--- src/rtl/fifo_ext_pkg.sv ---
// rtl/fifo_ext_pkg.sv - shared types and helpers for the extended FIFO
package fifo_ext_pkg;

  // How the read side presents data on q_o
  typedef enum logic {
    NORMAL    = 1'b0,
    SHOWAHEAD = 1'b1
  } read_mode_t;

  // Number of words held by a FIFO with the given address width
  function automatic int fifo_depth(input int awidth);
    return 1 << awidth;
  endfunction

  // Turns the integer SHOWAHEAD parameter into a read mode
  function automatic read_mode_t decode_mode(input int showahead);
    return (showahead != 0) ? SHOWAHEAD : NORMAL;
  endfunction

endpackage

--- src/rtl/fifo_ram.sv ---
// rtl/fifo_ram.sv - simple dual-port RAM with registered read data
module fifo_ram #(
  parameter int DWIDTH = 8,
  parameter int AWIDTH = 4
)(
  input  logic              clk_i,
  input  logic              we_i,
  input  logic [AWIDTH-1:0] waddr_i,
  input  logic [DWIDTH-1:0] wdata_i,
  input  logic              re_i,
  input  logic [AWIDTH-1:0] raddr_i,
  output logic [DWIDTH-1:0] rdata_o
);
  import fifo_ext_pkg::*;

  localparam int DEPTH = fifo_depth(AWIDTH);

  logic [DWIDTH-1:0] mem [DEPTH];

  // Write port; the array carries no reset
  always_ff @(posedge clk_i) begin
    if (we_i) begin
      mem[waddr_i] <= wdata_i;
    end
  end

  // Read port; returns the pre-write contents on a same-address collision
  always_ff @(posedge clk_i) begin
    if (re_i) begin
      rdata_o <= mem[raddr_i];
    end
  end

endmodule

--- src/rtl/fifo_ext.sv ---
// rtl/fifo_ext.sv - single-clock FIFO with show-ahead, thresholds, error flags and flush
module fifo_ext #(
  parameter int DWIDTH    = 8,
  parameter int AWIDTH    = 4,
  parameter int SHOWAHEAD = 1
)(
  input  logic              clk_i,
  input  logic              srst_i,
  input  logic              flush_i,
  input  logic [DWIDTH-1:0] data_i,
  input  logic              wrreq_i,
  input  logic              rdreq_i,
  input  logic [AWIDTH:0]   af_thresh_i,
  input  logic [AWIDTH:0]   ae_thresh_i,
  input  logic              err_clr_i,
  output logic [DWIDTH-1:0] q_o,
  output logic              empty_o,
  output logic              full_o,
  output logic [AWIDTH:0]   usedw_o,
  output logic              almost_full_o,
  output logic              almost_empty_o,
  output logic              overflow_o,
  output logic              underflow_o
);
  import fifo_ext_pkg::*;

  localparam read_mode_t      MODE    = decode_mode(SHOWAHEAD);
  localparam logic [AWIDTH:0] DEPTH_W = (AWIDTH+1)'(fifo_depth(AWIDTH));

  logic [AWIDTH:0]   wr_ptr_q;
  logic [AWIDTH:0]   rd_ptr_q;
  logic [AWIDTH:0]   rd_ptr_nxt;
  logic [AWIDTH:0]   usedw_q;
  logic [AWIDTH:0]   usedw_nxt;
  logic              full_q;
  logic              empty_w;
  logic              wr_acc;
  logic              rd_acc;
  logic              collide;
  logic              ovf_q;
  logic              unf_q;
  logic              byp_sel_q;
  logic [DWIDTH-1:0] byp_data_q;
  logic              ram_we;
  logic              ram_re;
  logic [AWIDTH-1:0] ram_raddr;
  logic [DWIDTH-1:0] ram_q;

  // Request acceptance, next pointer/count and RAM port control
  always_comb begin
    empty_w    = (usedw_q == '0);
    wr_acc     = wrreq_i && !full_q;
    rd_acc     = rdreq_i && !empty_w;
    rd_ptr_nxt = rd_ptr_q + (AWIDTH+1)'(rd_acc);
    usedw_nxt  = usedw_q;
    case ({wr_acc, rd_acc})
      2'b10:   usedw_nxt = usedw_q + 1'b1;
      2'b01:   usedw_nxt = usedw_q - 1'b1;
      default: usedw_nxt = usedw_q;
    endcase
    // The word being written this cycle becomes the head next cycle
    collide = wr_acc && (wr_ptr_q == rd_ptr_nxt);
    ram_we  = wr_acc && !flush_i && !srst_i;
    if (MODE == fifo_ext_pkg::SHOWAHEAD) begin
      // Continuously prefetch whatever will be the head next cycle
      ram_re    = 1'b1;
      ram_raddr = rd_ptr_nxt[AWIDTH-1:0];
    end else begin
      // Only fetch on an accepted read so q_o holds between reads
      ram_re    = rd_acc && !flush_i && !srst_i;
      ram_raddr = rd_ptr_q[AWIDTH-1:0];
    end
  end

  // Pointers, word count and full flag
  always_ff @(posedge clk_i) begin
    if (srst_i || flush_i) begin
      wr_ptr_q <= '0;
      rd_ptr_q <= '0;
      usedw_q  <= '0;
      full_q   <= 1'b0;
    end else begin
      wr_ptr_q <= wr_ptr_q + (AWIDTH+1)'(wr_acc);
      rd_ptr_q <= rd_ptr_nxt;
      usedw_q  <= usedw_nxt;
      full_q   <= (usedw_nxt == DEPTH_W);
    end
  end

  // Sticky error flags; a new error beats a simultaneous clear
  always_ff @(posedge clk_i) begin
    if (srst_i) begin
      ovf_q <= 1'b0;
      unf_q <= 1'b0;
    end else begin
      if (!flush_i && wrreq_i && full_q) begin
        ovf_q <= 1'b1;
      end else if (err_clr_i) begin
        ovf_q <= 1'b0;
      end
      if (!flush_i && rdreq_i && empty_w) begin
        unf_q <= 1'b1;
      end else if (err_clr_i) begin
        unf_q <= 1'b0;
      end
    end
  end

  // Output bypass register: overrides the RAM data when it is stale or reset
  always_ff @(posedge clk_i) begin
    if (srst_i) begin
      byp_sel_q  <= 1'b1;
      byp_data_q <= '0;
    end else if (flush_i) begin
      byp_sel_q  <= 1'b1;
      byp_data_q <= q_o;
    end else if (MODE == fifo_ext_pkg::SHOWAHEAD) begin
      if (collide) begin
        byp_sel_q  <= 1'b1;
        byp_data_q <= data_i;
      end else if (usedw_nxt == '0) begin
        // Nothing valid to show; freeze the current value
        byp_sel_q  <= 1'b1;
        byp_data_q <= q_o;
      end else begin
        byp_sel_q  <= 1'b0;
      end
    end else if (rd_acc) begin
      byp_sel_q <= 1'b0;
    end
  end

  fifo_ram #(
    .DWIDTH (DWIDTH),
    .AWIDTH (AWIDTH)
  ) u_ram (
    .clk_i   (clk_i),
    .we_i    (ram_we),
    .waddr_i (wr_ptr_q[AWIDTH-1:0]),
    .wdata_i (data_i),
    .re_i    (ram_re),
    .raddr_i (ram_raddr),
    .rdata_o (ram_q)
  );

  // Output mux and threshold comparisons
  always_comb begin
    q_o            = byp_sel_q ? byp_data_q : ram_q;
    empty_o        = empty_w;
    full_o         = full_q;
    usedw_o        = usedw_q;
    almost_full_o  = (usedw_q >= af_thresh_i);
    almost_empty_o = (usedw_q < ae_thresh_i);
    overflow_o     = ovf_q;
    underflow_o    = unf_q;
  end

endmodule
--- config.mk ---
export PLATFORM = sky130hd
export DESIGN_NAME = fifo_ext
export DESIGN_NICKNAME = d
export VERILOG_FILES = /design/src/rtl/fifo_ext_pkg.sv /design/src/rtl/fifo_ram.sv /design/src/rtl/fifo_ext.sv
export SDC_FILE = /design/constraint.sdc
export NUM_CORES = 1
export LEC_CHECK = 0
export CAP_MARGIN = 5
export CORE_ASPECT_RATIO = 1.75
export CORE_MARGIN = 10
export CORE_UTILIZATION = 30
export CTS_CLUSTER_SIZE = 14
export DETAILED_ROUTE_END_ITERATION = 10
export MAX_ROUTING_LAYER = met4
export PLACE_DENSITY = 0.5
export RECOVER_POWER = 25
export SLEW_MARGIN = 25
export SYNTH_ARGS = -nofsm -noshare
export SYNTH_HDL_FRONTEND = slang
export SYNTH_SLANG_ARGS = --single-unit
--- constraint.sdc ---
create_clock -name clk_i -period 4.3 [get_ports clk_i]
set_input_delay 0.645 -clock clk_i [delete_from_list [all_inputs] [get_ports clk_i]]
set_output_delay 0.645 -clock clk_i [all_outputs]
set_load 0.02 [all_outputs]
======== Word level (Yosys, flattened, before mapping) ========
Memory sizes are Yosys's and may differ from the RTL's. A register that Yosys moved wholly into a read port is not among the register bits.
Cells that the tools add are included.
cells by class
  add/sub/neg operators ................... 4
  multiply operators ...................... 0
  divide/modulo/power cells ............... 0
  magnitude comparators ................... 2
  eq/ne operators ......................... 4
  shift operators ......................... 0
  mux-type cells .......................... 11
  bitwise operators ....................... 0
  reductions and logical operators ........ 20
operators by type and width
  operator             count
  $mux 8               4
  $add 5x1->5          2
  $logic_not 5->1      2
  $pmux 5 s2           1
  $logic_and 1x1->1    9
  $mux 1               6
  $add 5x1->5 const B  1
  $eq 5x5->1           1
  $eq 5x5->1 const B   1
  $ge 5x5->1           1
  $lt 5x5->1           1
  $sub 5x1->5 const B  1
  $logic_not 1->1      4
  $reduce_bool 2->1    2
  $reduce_bool 3->1    1
  $reduce_or 3->1      1
  $eq 2x1->1 const B   1
  $eq 2x2->1 const B   1
  $logic_or 1x1->1     1
word-level totals
  register bits after elaboration ......... 27
  bits in latches ......................... 0
  RAM bits ................................ 128
  ROM bits ................................ 0
  input port bits ......................... 24
  output and inout port bits .............. 19
  word-level logic and storage cells ...... 50
  memories kept ........................... 1
memory list
  name       words  width  read ports  clocked after memory_dff  wr ports  RTL line        RTL
  u_ram.mem  16     8      1           1                         1         fifo_ram.sv:18  logic [DWIDTH-1:0] mem [DEPTH];

======== Depth between registers and ports, before layout ========
Gate-level depths: netlist of the first run.
  depth in word-level cells ............... 9
  depth in mapped cells ................... 14
  mapped depth without buffers ............ 12

======== Hierarchy ========
Synthesis of the first run repeated with hierarchy kept, for this count alone.
unflattened totals
  cells, all modules ...................... 440
  area total of the unflattened synthesis .. 7178.1 µm²
by module, submodules not included
  module    times used  cells an instance  area each (µm²)  sequential area each (µm²)
  fifo_ram  1           229                5227.5           4083.9
  fifo_ext  1           211                1950.6           540.5

======== Worst setup path before layout of the first run ========
OpenSTA, ideal clock, no wires.
  path kind ............................... register to register
  from .................................... register usedw_q[1] (netlist: usedw_o[1])
  to ...................................... register byp_data_q[0]
  library setup time ...................... 0.121 ns
  data arrival time ....................... 3.632 ns
  data required time ...................... 4.179 ns
  path slack .............................. 0.547 ns
  stages on the path, launching flop included .. 15
  buffers on the path ..................... 2
  clock period less this slack ............ 3.753 ns
  cell sequence ........................... dfxtp_1 > buf_2 > or4_1 > nor2_1 > nor2b_1 > ha_1 > buf_4 > xor2_1 > ha_1 > a21boi_0 > o32ai_1 > nor4b_2 > xor2_1 > a21boi_4 > mux2_2
on the way
  word-level cells in the longest chain between the ends .. 8
  elaborated cells on any way between the ends .. 15
  classes of those cells .................. 3 x add/sub; 3 x eq/ne; 3 x mux; 6 x reduce/logical
RTL lines
  element                 RTL line         RTL
  start, declared         fifo_ext.sv:33   logic [AWIDTH:0] usedw_q;
  start signal, assigned  fifo_ext.sv:85   usedw_q <= usedw_nxt;
  $logic_not 5->1 (*)     fifo_ext.sv:51   empty_w = (usedw_q == '0);
  named net empty_o       fifo_ext.sv:17   output logic empty_o,
  $logic_not 1->1 (*)     fifo_ext.sv:53   rd_acc = rdreq_i && !empty_w;
  $logic_and 1x1->1 (*)   fifo_ext.sv:53
  $add 5x1->5             fifo_ext.sv:54   rd_ptr_nxt = rd_ptr_q + (AWIDTH+1)'(rd_acc);
  $eq 5x5->1              fifo_ext.sv:62   collide = wr_acc && (wr_ptr_q == rd_ptr_nxt);
  $logic_and 1x1->1       fifo_ext.sv:62
  $mux 8                  fifo_ext.sv:118  if (collide) begin
  $mux 8                  fifo_ext.sv:114  end else if (flush_i) begin
  end signal, assigned    fifo_ext.sv:116  byp_data_q <= q_o;
  end signal, assigned    fifo_ext.sv:120  byp_data_q <= data_i;
  end signal, assigned    fifo_ext.sv:124  byp_data_q <= q_o;
  end, declared           fifo_ext.sv:43   logic [DWIDTH-1:0] byp_data_q;
The timed path passes the listed nets; every way through them passes the cells marked *.
A chain may end at the register's enable or synchronous reset.

======== Final worst setup path of the first run ========
  from .................................... register usedw_q[1] (netlist: usedw_o[1])
  to ...................................... register byp_data_q[0]
on the way
  word-level cells in the longest chain between the ends .. 8
  elaborated cells on any way between the ends .. 15
  classes of those cells .................. 3 x add/sub; 3 x eq/ne; 3 x mux; 6 x reduce/logical
RTL lines
  element            RTL line
  $logic_not 5->1    fifo_ext.sv:51
  $logic_not 1->1    fifo_ext.sv:53
  $logic_and 1x1->1  fifo_ext.sv:53
  $add 5x1->5        fifo_ext.sv:54
  $eq 5x5->1         fifo_ext.sv:62
  $logic_and 1x1->1  fifo_ext.sv:62
  $mux 8             fifo_ext.sv:118
  $mux 8             fifo_ext.sv:114
Several ways; a longest one is shown, not always the timed one.

==> PnR_summary.wiki, run 1 <==
{| class="wikitable"
! Metric !! Value
|-
| Outcome || finished clean
|-
| Area taken by flip-flops and latches || 4540 um^2
|-
| Fin. Hold Viols || 0
|-
| Beginning of the worst hold path || underflow_o$_SDFFE_PP0P_
|-
| Pwr dens || 422 nW/um^2
|-
| TritonCTS clock tree || yes
|-
| GRT met3 Usage || roughly 2.2%
|-
| Proportion of power drawn by the clock network || 41.4%
|-
| Routability cong. || 0.760
|-
| Routed via count divided by cell count || 4.68
|-
| Final total negative setup slack || 0 ps
|-
| Buffers added on ports || 42
|-
| Postcts setup bufs || 0
|-
| Number of cells in the finished layout apart from fillers || a little under 800
|-
| Instance count along the most critical hold path || 2
|-
| Routed Wire Length || 15,600 um
|-
| Distinct cell type count of the synthesized netlist || between 40 and 50
|-
| Proportion of netlist area held by the largest area contributor || 55.8%
|-
| R2r worst-path depth || 11
|-
| Most used routing layer in global routing || met2
|-
| Maximum number of buffers from clock root to sink || 2
|-
| Insertion delay to the later sink of the worst-skew pair || 420 ps
|-
| Count of inserted antenna diode cells || 0
|-
| Classification of the worst-slack hold path || reg2reg
|-
| Sum of net half-perimeters after detailed placement || approximately 11,000 um
|-
| Vias in the first global route || 3,978
|-
| Total Power Consumption || ~3.5 mW
|-
| Clock buffers created by TritonCTS || 17
|-
| End point of the most critical hold path || underflow_o$_SDFFE_PP0P_
|-
| Lkg Pwr || 2.82 nW
|-
| Number of antenna violations at the first check in global routing || 0
|-
| Antenna viol nets, final || 0
|-
| Commonest cells after routing, fill and taps aside || edfxtp_1, mux4_2, clkdlybuf4s50_1, dfxtp_1, nor2_1
|-
| Number of flops mapped to enable cells by yosys || approximately 130
|-
| Startpoint type of the worst setup path || flop
|-
| Most common cell after layout, fill and taps aside || edfxtp_1
|-
| Per-instance average area after synthesis || around 17 um^2
|-
| Standard cell with the maximum stage delay on the critical path || or4_1
|-
| Peak supply drop || approximately 0.23 mV
|-
| Library cell with the largest summed area after synthesis || edfxtp_1
|-
| Area used by multi-input combinational logic || between 2000 and 2500 um^2
|-
| Worst path required time || 4610 ps
|-
| Area contributors post-synth || edfxtp_1, mux4_2, dfxtp_1, ha_1, mux2_2
|-
| DIE HEIGHT || approximately 220 um
|-
| Number of pins exceeding their max-slew limit in the final report || 0
|-
| Clock transition time at the flip-flop clock pins of the worst setup and hold paths || 60 ps
|-
| Worst Setup End Kind || flop
|-
| FMAX || 0.262 GHz
|-
| Met2 Track Usage GR || between 20 and 25%
|-
| End-of-flow core utilization || 36.7%
|-
| Setup Crit Path Kind || reg2reg
|-
| DRT iter0 DRCs || 256
|-
| H-Tree Level Count || 4
|-
| Number of cells after detailed placement || 745
|-
| Maximum single-stage delay on the critical path || 580 ps
|-
| Main flop type after synthesis || edfxtp_1
|-
| Synthesis-stage register bit count || 163
|-
| TritonRoute pass-1 iters || 4
|-
| GRT overflow || 0
|-
| Width of the die || 135 um
|-
| Synthesized instance count || 405
|-
| Number of nets produced by synthesis || 446
|-
| Yosys warning total || 0
|-
| Int Power || 2.74 mW
|-
| Reg-to-reg critical path endpoint || byp_data_q[0]$_SDFFE_PP0P_
|-
| Routed length per instance || 20.1 um
|-
| Pin count of the biggest net entering global routing || 34
|-
| Maximum fanout along the worst path || 14
|-
| Placeable core region || 22,700 um^2
|-
| Count of fill cells added during filler insertion || 2,207
|-
| Standard-cell row count || 73
|-
| Worst-margin pin slew || 945 ps
|-
| Sequence of cells on the critical path || or4_1 > nor2_1 > nor2b_1 > ha_1 > ha_1 > o21ai_0 > nor4_1 > nor4b_2 > xor2_1 > a21boi_4 > mux2_2
|-
| Worst slew margin || 36.8%
|-
| Drc violations || 0
|-
| Reported net switching power || 0.771 mW
|-
| Count of max-cap constraint violations || 0
|-
| Sw frac || 22.0%
|-
| Clock period minus worst slack || 3820 ps
|-
| Number of gates resized after cts || 0
|-
| Setup repair after global routing missed its margin || false
|-
| Cell repeated most along the worst path || ha_1
|-
| Synth-to-Final Area Change || 20.6%
|-
| Num Clock Sinks || 163
|-
| Cts-stage hold buffer count || 0
|-
| Share of layout cells above drive strength 1 || 21.6%
|-
| I/O pin count || 43
|-
| Number of nets in the finished design || 505
|-
| Clock root buffer master || clkbuf_16
|-
| Reg2Reg Setup Slack || 480 ps
|-
| Post-Route Skew || 6.56 ps
|-
| Sequential-to-total area share from yosys stat || 66.0%
|-
| Number of setup violations in the final report || 0
|-
| Sequential share of power || between 40% and 50%
|-
| Proportion of register bits with asynchronous set or reset after synthesis || 0%
|-
| Routed vias || 3,636
|-
| Final clock period utilization by the worst path || around 89%
|-
| Total Routing Usage GR || a little under an eighth
|-
| Worst r2r src || usedw_o[1]$_SDFF_PP0_
|-
| Arrival time of data at the critical path endpoint || 4130 ps
|-
| Met1 Track Usage GR || 10.7%
|-
| Area of the mapped netlist || 6890 um^2
|-
| Global-route wire length before repair || 24,000 um
|-
| Power share of the combinational group || 9.1%
|-
| Starting utilization of the core area || 30.4%
|-
| Full die area || approximately 30,000 um^2
|}
[layout make-up]
cell class                      instances  share of cell area, %
Clock buffer                           20                   5.26
Clock inverter                         12                   1.61
Inverter                               11                  0.497
Multi-Input combinational cell        213                   26.8
Sequential cell                       163                   54.7
Tap cell                              300                   4.52
Timing Repair Buffer                   58                   6.61
[state kept, by name, summed over array words and instances, names as in the netlist]
signal,count
u_ram.mem,128
byp_data_q,8
u_ram.rdata_o,8
rd_ptr_q,5
usedw_o,5
wr_ptr_q,5
byp_sel_q,1
full_o,1
overflow_o,1
underflow_o,1
[synth_stat cells (7+ instances only)]
library cell / n
mux2i_1: 11
dfxtp_1: 35
nor3_1: 7
edfxtp_1: 128
clkbuf_1: 8
xor2_1: 10
inv_1: 11
ha_1: 17
mux4_2: 40
mux2_2: 15
nor2b_1: 12
xnor2_1: 7
nand2b_1: 10
nor2_1: 34
[cell families (layout without fill, tap and decap cells)]
family	after synthesis	count (layout)	synth area share (%)
simple gates	92	92	7.38
mux	67	67	17.3
buf+inv	29	101	1.73
fa+ha+maj	17	17	3.09
flops	163	163	66.0
xor+xnor	18	18	2.51
compound gates	19	19	2.02
[metrics by stage]
step                instance area, um^2  hold slack [ps]  worst slack [ps]
global placement                   7740              461               317
finish                             8310              472               482
floorplan                          6890              499               547
CTS                                8310              474               471
global route                       8310              505               177
detailed placement                 7740              463               220
[worst max-delay path: cells and delay by family (launching register included)]
family | cells | cell delay, ps
flops | 1 | 430
xor+xnor | 1 | 190
mux | 1 | 380
compound gates | 2 | 510
fa+ha+maj | 2 | 760
simple gates | 5 | 1410
[worst max-delay path by stage]
stage / start / endpoint / cells past startpoint
2_1_floorplan: usedw_o[1]$_SDFF_PP0_ / byp_data_q[0]$_SDFFE_PP0P_ / 14
6_report: usedw_o[1]$_SDFF_PP0_ / byp_data_q[0]$_SDFFE_PP0P_ / 11
3_5_place_dp: wrreq_i / byp_data_q[3]$_SDFFE_PP0P_ / 11
4_1_cts: usedw_o[1]$_SDFF_PP0_ / byp_data_q[0]$_SDFFE_PP0P_ / 11
3_3_place_gp: wrreq_i / byp_data_q[3]$_SDFFE_PP0P_ / 12
5_1_grt: usedw_o[1]$_SDFF_PP0_ / byp_data_q[0]$_SDFFE_PP0P_ / 12
[layer usage]
metal | vias to the layer above | routed length [um]
met5 | - | 0
met4 | 0 | 250
met3 | 16 | 407
met2 | 73 | 9210
met1 | 1859 | 5750
li1 | 1688 | -
[power by group through the flow]
| stage | clock network, mW | logic, mW | registers (mW) |
|---|---|---|---|
| after floorplan | 0 | 0.198 | 1.76 |
| after global placement | 0 | 0.323 | 1.77 |
| after detailed placement | 0 | 0.327 | 1.77 |
| after CTS | 1.49 | 0.328 | 1.74 |
| after global routing | 1.56 | 0.348 | 1.74 |
| final | 1.45 | 0.318 | 1.74 |
Power figures use the tool's default switching activity.
==> run 2: changes to the inputs <==
--- a/config.mk
+++ b/config.mk
@@ -12,8 +12,9 @@
 export CTS_CLUSTER_SIZE = 14
 export DETAILED_ROUTE_END_ITERATION = 10
 export MAX_ROUTING_LAYER = met4
-export PLACE_DENSITY = 0.5
+export PLACE_DENSITY_LB_ADDON = 0.15
 export RECOVER_POWER = 25
+export SETUP_SLACK_MARGIN = 0.1
 export SLEW_MARGIN = 25
 export SYNTH_ARGS = -nofsm -noshare
 export SYNTH_HDL_FRONTEND = slang
==> run 2 against run 1 <==
Effect of this change:
- utilization is 0.31 points higher
- clock skew hardly changed
- non-clock buffer count is 3 higher
- sequential share of layout area is 0.46 points lower
- sequential power hardly changed
- global-route usage is 0.079 points lower
- register-to-register slack better by 60 ps
- die area stayed put
- hold slack better by 13 ps
- fmax is 1.7% higher
- flip-flop and latch count stayed put
- setup slack better by 63 ps
- largest cell class unchanged
==> PnR_summary.wiki, run 2 (synthesis results as in run 1) <==
{| class="wikitable"
! Metric !! Value
|-
| Outcome || finished clean
|-
| Lkg Pwr || 2.88 nW
|-
| Worst path required time || 4610 ps
|-
| Power share of the combinational group || 8.7%
|-
| Buffers added on ports || 42
|-
| Sequence of cells on the critical path || or4_1 > nor2_1 > nor2b_1 > ha_1 > ha_1 > or4b_1 > o32ai_1 > nor4b_2 > xor2_1 > a21boi_4 > mux2_2
|-
| Reported net switching power || 0.779 mW
|-
| Sequential share of power || between 40% and 50%
|-
| Number of cells after detailed placement || between 700 and 800
|-
| Vias in the first global route || 3,886
|-
| Leading registers by flop count || u_ram.mem (128), byp_data_q (8), u_ram.rdata_o (8)
|-
| Routed via count divided by cell count || 4.66
|-
| Number of gates resized after cts || 0
|-
| Drc violations || 0
|-
| DRT iter0 DRCs || 230
|-
| Number of nets in the finished design || between 500 and 600
|-
| Startpoint type of the worst setup path || flop
|-
| Insertion delay to the later sink of the worst-skew pair || around 420 ps
|-
| Final total negative setup slack || 0 ps
|-
| Routability cong. || about 0.85
|-
| TritonRoute pass-1 iters || 4
|-
| GRT overflow || 0
|-
| Int Power || ~2.9 mW
|-
| Postcts setup bufs || 0
|-
| Fin. Hold Viols || 0
|-
| Most common cell after layout, fill and taps aside || edfxtp_1
|-
| Global-route wire length before repair || 23,800 um
|-
| DIE HEIGHT || between 200 and 250 um
|-
| Standard cell with the maximum stage delay on the critical path || or4_1
|-
| Number of setup violations in the final report || 0
|-
| Maximum number of buffers from clock root to sink || 2
|-
| I/O pin count || 43
|-
| Pin count of the biggest net entering global routing || 34
|-
| Post-Route Skew || about 6.4 ps
|-
| Proportion of power drawn by the clock network || 43.5%
|-
| Sum of net half-perimeters after detailed placement || ~11,000 um
|-
| Setup repair after global routing missed its margin || false
|-
| Peak supply drop || around 0.24 mV
|-
| Number of cells in the finished layout apart from fillers || 780
|-
| End-of-flow core utilization || 37.0%
|-
| Routed vias || 3,638
|-
| FMAX || between 0.2 and 0.3 GHz
|-
| Maximum single-stage delay on the critical path || between 500 and 600 ps
|-
| Clock period minus worst slack || 3750 ps
|-
| Pwr dens || 434 nW/um^2
|-
| Placeable core region || 22,700 um^2
|-
| Number of pins exceeding their max-slew limit in the final report || 0
|-
| Routed length per instance || between 15 and 20 um
|-
| Num Clock Sinks || 163
|-
| H-Tree Level Count || 4
|-
| Number of antenna violations at the first check in global routing || 0
|-
| Arrival time of data at the critical path endpoint || 4070 ps
|-
| Total Routing Usage GR || 11.3%
|-
| Largest register FFs || between 100 and 150
|-
| Clock root buffer master || clkbuf_16
|-
| Maximum fanout along the worst path || 14
|-
| Cell repeated most along the worst path || ha_1
|-
| Count of inserted antenna diode cells || 0
|-
| Largest reg by FF count || u_ram.mem
|-
| Sw frac || 21.4%
|-
| Worst Setup End Kind || flop
|-
| Routed Wire Length || roughly 16,000 um
|-
| Share of layout cells above drive strength 1 || 22.1%
|-
| Antenna viol nets, final || 0
|-
| Standard-cell row count || 73
|-
| Count of fill cells added during filler insertion || 2,195
|-
| Synth-to-Final Area Change || 21.6%
|-
| Final clock period utilization by the worst path || between 80% and 90%
|-
| Full die area || 29,700 um^2
|-
| Width of the die || around 130 um
|-
| TritonCTS clock tree || yes
|-
| Count of max-cap constraint violations || 0
|-
| Worst slew margin || 41.2%
|-
| Commonest cells after routing, fill and taps aside || edfxtp_1, mux4_2, clkdlybuf4s50_1, dfxtp_1, nor2_1
|-
| Cts-stage hold buffer count || 0
|-
| Classification of the worst-slack hold path || reg2reg
|-
| Setup Crit Path Kind || reg2reg
|-
| Clock buffers created by TritonCTS || 17
|-
| Starting utilization of the core area || 30.4%
|-
| Clock transition time at the flip-flop clock pins of the worst setup and hold paths || 60 ps
|-
| Worst-margin pin slew || 879 ps
|}
-- run 2: cell count changes in the layout (fill, tap and decap cells not counted) --
| cell | change |
|---|---|
| clkinvlp_2 | -1 |
| clkinvlp_4 | -2 |
| clkbuf_1 | -2 |
| clkinv_1 | +2 |
| buf_4 | +4 |
| bufinv_16 | +2 |
| clkinv_4 | -1 |
| inv_6 | +1 |
-- run 2: path summary, 6_finish.rpt --
kind	start	to	slack (ps)	cells after the start
max	usedw_o[1]$_SDFF_PP0_	byp_data_q[0]$_SDFFE_PP0P_	550	11
min	underflow_o$_SDFFE_PP0P_	underflow_o$_SDFFE_PP0P_	480	2
max reg2reg	usedw_o[1]$_SDFF_PP0_	byp_data_q[0]$_SDFFE_PP0P_	550	11
min reg2reg	underflow_o$_SDFFE_PP0P_	underflow_o$_SDFFE_PP0P_	480	2
-- run 2: area by class of cell --
| class | instances | area, um^2 | share of cell area (%) |
|---|---|---|---|
| Clock buffer | 19 | 433 | 5.17 |
| Clock inverter | 13 | 181 | 2.17 |
| Sequential cell | 163 | 4540 | 54.2 |
| Inverter | 11 | 41.3 | 0.493 |
| Timing Repair Buffer | 61 | 576 | 6.87 |
| Multi-Input combinational cell | 213 | 2230 | 26.6 |
| Tap cell | 300 | 375 | 4.48 |
-- run 2: per-stage QoR --
step	hold WS, ps	worst slack [ps]	cell area (um^2)	total power [mW]
detailed placement	483	180	7760	2.10
global placement	460	313	7760	2.10
global route	516	278	8380	3.77
finish	485	545	8380	3.63
floorplan	499	547	6890	1.96
CTS	491	528	8380	3.68
-- run 2: worst max-delay path, delay by kind of cell (launching register included) --
kind | cells | cell delay, ps
muxes | 1 | 380
and+or+nand+nor | 5 | 1510
xor gates and xnor gates | 1 | 190
DFF | 1 | 430
adders and majority gates | 2 | 630
AOI/OAI and AO/OA | 2 | 490
-- run 2: power groups by stage --
stage / registers (mW) / clock network (mW) / logic (mW)
floorplan: 1.76 / 0 / 0.198
global placement: 1.77 / 0 / 0.325
detailed placement: 1.77 / 0 / 0.328
CTS: 1.74 / 1.61 / 0.329
global route: 1.74 / 1.68 / 0.349
finish: 1.74 / 1.58 / 0.318
-- run 2: routing by layer --
metal / wire (um) / vias up / GRT usage (%)
met5: 0 / - / -
met4: 255 / 0 / 4.22
met3: 494 / 17 / 2.72
met2: 9000 / 76 / 21.0
met1: 5790 / 1853 / 11.1
li1: - / 1692 / -
==> run 3: changes to the inputs <==
--- a/config.mk
+++ b/config.mk
@@ -5,6 +5,7 @@
 export SDC_FILE = /design/constraint.sdc
 export NUM_CORES = 1
 export LEC_CHECK = 0
+export ABC_CLOCK_PERIOD_IN_PS = 4300
 export CAP_MARGIN = 5
 export CORE_ASPECT_RATIO = 1.75
 export CORE_MARGIN = 10
@@ -15,7 +16,6 @@
 export PLACE_DENSITY_LB_ADDON = 0.15
 export RECOVER_POWER = 25
 export SETUP_SLACK_MARGIN = 0.1
-export SLEW_MARGIN = 25
 export SYNTH_ARGS = -nofsm -noshare
 export SYNTH_HDL_FRONTEND = slang
 export SYNTH_SLANG_ARGS = --single-unit
==> results of run 3 <==
Same layout as run 2: the final DEF is identical, and so are final timing and power.
